**src/rtl/seg_display_arbiter.sv**
```systemverilog
`default_nettype none
// ============================================================================
//  Module   : seg_display_arbiter
//  Brief    : Round-robin arbiter sharing one 8-bit seven-segment display
//             among NREQ nibble requesters; each winner holds the display
//             for HOLD cycles. Define SEG_BLANK_GAP_EN to insert a one-cycle
//             blank gap between consecutive display slots.
//  Revision : 1.0 - initial release
// ============================================================================
module seg_display_arbiter #(
  parameter int NREQ = 4,
  parameter int HOLD = 8
) (
  input  logic                      clk_2,
  input  logic                      reset,
  input  logic [NREQ-1:0]           req,
  input  logic [4*NREQ-1:0]         data,
  output logic [NREQ-1:0]           gnt,
  output logic [7:0]                SEG,
  output logic [$clog2(NREQ)-1:0]   owner,
  output logic                      busy
);

  localparam int c_OW = $clog2(NREQ);
  localparam int c_CW = (HOLD > 1) ? $clog2(HOLD) : 1;

  typedef enum logic [1:0] {
    S_IDLE = 2'd0,
    S_SHOW = 2'd1
`ifdef SEG_BLANK_GAP_EN
    , S_GAP = 2'd2
`endif
  } state_t;

  state_t            r_state;
  logic [c_OW-1:0]   r_ptr;
  logic [c_CW-1:0]   r_cnt;
  logic [NREQ-1:0]   r_gnt;
  logic [7:0]        r_seg;
  logic [c_OW-1:0]   r_owner;
  logic              r_busy;

  logic              w_any;
  logic [c_OW-1:0]   w_win;
  logic [c_OW-1:0]   w_nxt_ptr;
  logic [3:0]        w_nib;
  logic              w_decide;

  // Hex nibble to segments a..g (bit 0 = a).
  function automatic logic [6:0] f_decode(input logic [3:0] n);
    case (n)
      4'h0: f_decode = 7'h3F;
      4'h1: f_decode = 7'h06;
      4'h2: f_decode = 7'h5B;
      4'h3: f_decode = 7'h4F;
      4'h4: f_decode = 7'h66;
      4'h5: f_decode = 7'h6D;
      4'h6: f_decode = 7'h7D;
      4'h7: f_decode = 7'h07;
      4'h8: f_decode = 7'h7F;
      4'h9: f_decode = 7'h6F;
      4'hA: f_decode = 7'h77;
      4'hB: f_decode = 7'h7C;
      4'hC: f_decode = 7'h39;
      4'hD: f_decode = 7'h5E;
      4'hE: f_decode = 7'h79;
      default: f_decode = 7'h71;
    endcase
  endfunction

  // Find the first active request at or above the pointer, wrapping.
  always_comb begin
    logic [c_OW:0]   w_sum;
    logic [c_OW-1:0] w_pos;
    w_any = 1'b0;
    w_win = '0;
    w_sum = '0;
    w_pos = '0;
    for (int i = 0; i < NREQ; i++) begin
      w_sum = {1'b0, r_ptr} + (c_OW+1)'(i);
      if (w_sum >= (c_OW+1)'(NREQ)) w_sum = w_sum - (c_OW+1)'(NREQ);
      w_pos = w_sum[c_OW-1:0];
      if (!w_any && req[w_pos]) begin
        w_any = 1'b1;
        w_win = w_pos;
      end
    end
  end

  assign w_nxt_ptr = (w_win == c_OW'(NREQ-1)) ? '0 : w_win + c_OW'(1);
  assign w_nib     = data[{w_win, 2'b00} +: 4];

  // With the gap enabled, slot expiry leads to GAP rather than a new decision.
`ifdef SEG_BLANK_GAP_EN
  assign w_decide = (r_state != S_SHOW);
`else
  assign w_decide = (r_state != S_SHOW) || (r_cnt == '0);
`endif

  // Sequencer: arbitration, slot countdown and registered display outputs.
  always_ff @(posedge clk_2) begin
    if (reset) begin
      r_state <= S_IDLE;
      r_ptr   <= '0;
      r_cnt   <= '0;
      r_gnt   <= '0;
      r_seg   <= 8'h00;
      r_owner <= '0;
      r_busy  <= 1'b0;
    end else begin
      r_gnt <= '0;
      if (w_decide) begin
        if (w_any) begin
          r_gnt        <= '0;
          r_gnt[w_win] <= 1'b1;
          r_owner      <= w_win;
          r_busy       <= 1'b1;
          r_seg        <= {1'b1, f_decode(w_nib)};
          r_cnt        <= c_CW'(HOLD-1);
          r_ptr        <= w_nxt_ptr;
          r_state      <= S_SHOW;
        end else begin
          // Nobody waiting: keep the last digit visible but drop dp/busy.
          r_state  <= S_IDLE;
          r_busy   <= 1'b0;
          r_seg[7] <= 1'b0;
        end
      end else if (r_cnt != '0) begin
        r_cnt <= r_cnt - c_CW'(1);
      end
`ifdef SEG_BLANK_GAP_EN
      else begin
        r_state <= S_GAP;
        r_seg   <= 8'h00;
        r_busy  <= 1'b0;
      end
`endif
    end
  end

  assign gnt   = r_gnt;
  assign SEG   = r_seg;
  assign owner = r_owner;
  assign busy  = r_busy;

endmodule
`default_nettype wire

```
**config.mk**
```make
export PLATFORM = sky130hd
export DESIGN_NAME = seg_display_arbiter
export DESIGN_NICKNAME = d
export VERILOG_FILES = /design/src/rtl/seg_display_arbiter.sv
export SDC_FILE = /design/constraint.sdc
export NUM_CORES = 1
export LEC_CHECK = 0
export ABC_AREA = 1
export CAP_MARGIN = 20
export CORE_MARGIN = 2
export CORE_UTILIZATION = 46
export DETAILED_ROUTE_END_ITERATION = 10
export GPL_TIMING_DRIVEN = 0
export PLACE_DENSITY = 0.74
export SYNTH_ARGS = -nofsm -noshare
export SYNTH_HDL_FRONTEND = slang
export SYNTH_SLANG_ARGS = --single-unit
```
**constraint.sdc**
```tcl
create_clock -name clk_2 -period 7.16 [get_ports clk_2]
set_clock_uncertainty 0.1 [all_clocks]
set_input_delay 2.148 -clock clk_2 [delete_from_list [all_inputs] [get_ports clk_2]]
set_output_delay 2.148 -clock clk_2 [all_outputs]
set_load 0.03 [all_outputs]
```
==> metrics.csv <==
metric,value,unit
outcome,"finished, final reports clean",
area delta synth->final,27.6,%
Die X,63.3,µm
antenna cells,0,
min-delay src,SEG[4],
grt ovf,0,
Synth Flop Type,dfxtp_1,
number of max-cap violations,0,
Setup TNS,0,ns
CP Class,input port to register,
Die Ht,63.3,µm
clk buf depth,2,
CP required,7.27,ns
Sink Count,19,
I/O Pins,37,
Seq pwr share,0.147,
quantity of hold-fixing buffers added after cts,0,
Syn Area/Cell,6.17,µm²
root buffer cell,clkbuf_4,
half-perimeter wire length after detailed placement,2820,µm
via/cell ratio,4.82,
clock-pin slew on the worst setup and hold paths,0.11,ns
die area,4000,µm²
minimum clock period,4.30,ns
total internal power,486,µW
total track usage,0.196,
port bufs,36,
"most common cell after layout, fill and taps aside",nand2_1,
worst r2r src,r_ptr[0],
"Seq/Total Area, Yosys",0.235,
period utilization,0.601,
largest net degree at the start of global routing,12,
global-route wire length before repair,6620,µm
layout cells sized above 1,0.129,
"Data arrival, critical path",4.41,ns
top cell type by total area after synthesis,dfxtp_1,
placed cells,344,
peak supply drop,0.295,mV
Initial Util,0.481,
CP endpoint kind,register,
sw frac,0.566,
Worst-Margin Slew,0.397,ns
fraction of registers with async set/reset,0,
WL final,3520,µm
area share of the largest cell type after synthesis,0.235,
cell area after synthesis,1620,µm²
Clock Latency Late Sink,0.29,ns
drt first pass iters,4,
Worst Hold Class,register to register,
reg2reg setup slack,4.68,ns
initial antenna violation count,0,
Final Setup Violations,0,
non-filler instance count after layout,348,
Critical Path Source Type,input port,
core area,3360,µm²
cell row count,21,
Final Hold Fails,0,
DRT iter0 DRCs,96,
Routed Antenna Nets,0,
final slew viol count,0,
"Power, Total",1120,µW
switching power,635,µW
Clock Power Share,0.047,
# Post-CTS Setup Buffers,0,
largest cells by area after synthesis,"dfxtp_1 (24%), nand2_1 (20%), ha_1 (9.3%)",
RSZ-0062 raised after global routing,false,
CTS Buf Count,3,
DRC Markers,0,
Post-CTS Resized,0,
Slew HR,0.736,
Syn Inst Count,262,
CTS tree,yes,
Avg WL per Cell,10.1,µm
fmax,232,MHz
Yosys cell types,24,
CP Max Fanout,11,
# nets final,337,
most frequent cells in the layout,"nand2_1 (86), clkdlybuf4s50_1 (36), inv_1 (35)",
Yosys Warn Count,0,
crit path from,req[0],
Lkg Pwr,0.00109,µW
Post-synth EDFFs,0,
Vias,1677,
Cell Pwr Density,544,nW/µm²
routability cong.,0.819,
combinational power share,0.805,
H-tree depth,1,
vias in the first global route,1618,
register bit count reported by yosys,19,
Syn Nets,296,
-- final timing paths --
kind,endpoint,cells after the start
hold reg to reg,SEG[4],2
hold / removal,SEG[4],2
setup / recovery,SEG[0],22
setup reg to reg,SEG[0],21
-- cells by family (layout without fill, tap and decap cells) --
kind of cell / count (synthesis) / after routing / share of synthesized area
buf+inv: 48 / 88 / 0.132
flops: 19 / 19 / 0.235
fa+ha+maj: 12 / 12 / 0.0929
compound gates: 21 / 21 / 0.0697
simple gates: 162 / 162 / 0.471
-- metal layers --
metal | GRT usage | vias to the layer above | wire (µm)
met5 | 0 | - | 0
met4 | 0.0408 | 0 | 14
met3 | 0.0125 | 2 | 113
met2 | 0.344 | 37 | 1650
met1 | 0.263 | 733 | 1740
li1 | - | 905 | -
-- per-stage QoR --
| stage | worst slack, ns | hold slack (ns) | instance area (µm²) | utilization |
|---|---|---|---|---|
| 2_1_floorplan | 3.23 | 0.351 | 1620 | - |
| 3_3_place_gp | 2.58 | 0.357 | 2030 | 0.605 |
| 3_5_place_dp | 2.56 | 0.357 | 2030 | 0.605 |
| 4_1_cts | 2.87 | 0.373 | 2060 | 0.613 |
| 5_1_grt | 2.56 | 0.416 | 2060 | 0.613 |
| 6_report | 2.86 | 0.372 | 2060 | 0.613 |
-- registers in the layout, summed over array words and instances (netlist names) --
| register | flops |
|---|---|
| SEG | 7 |
| busy | 1 |
| gnt | 4 |
| owner | 2 |
| r_cnt | 3 |
| r_ptr | 2 |
-- synthesized netlist by cell type (2+ instances only) --
cell type  number
nor2_1         18
inv_2           5
buf_2           2
nand3_1        25
nand2_4         2
nand3_2         2
nor2_4          2
nand2_1        86
buf_4           2
nand4_1        10
a31oi_1         4
o21ai_0        10
a21oi_1         5
inv_1          35
ha_1           12
dfxtp_1        19
buf_6           2
nand2_2        15
-- power by group through the flow --
stage | Combinational, µW | Sequential [µW] | Clock (µW)
global placement | 887 | 167 | 0
CTS | 905 | 165 | 54.1
floorplan | 636 | 223 | 0
global route | 1030 | 171 | 58.4
detailed placement | 902 | 168 | 0
finish | 903 | 165 | 53.1
-- worst max-delay path, stage by stage --
cell and delay (ns):
clkdlybuf4s50_1 0.47, inv_1 0.06, nand2_1 0.08, nand3_1 0.11, nand2_2 0.12, inv_2 0.06, nand2_2 0.08, nand2_4 0.09
nand3_2 0.08, buf_6 0.15, nand2_1 0.08, nand2_1 0.06, nand2_1 0.06, nand2_1 0.12, ha_1 0.16, nand3_1 0.09
nand2_1 0.07, inv_1 0.04, nand2_1 0.04, nand3_1 0.10, nand2_1 0.08, inv_1 0.03
-- layout make-up --
class / instances / area (µm²)
Buffer: 7 / 51.3
Clock buffer: 3 / 22.5
Clock inverter: 1 / 5.00
Fill cell: 369 / 1300
Inverter: 41 / 161
Multi-Input combinational cell: 195 / 1020
Sequential cell: 19 / 380
Tap cell: 46 / 57.6
Timing Repair Buffer: 36 / 360
(Power assumes the default switching activity.)
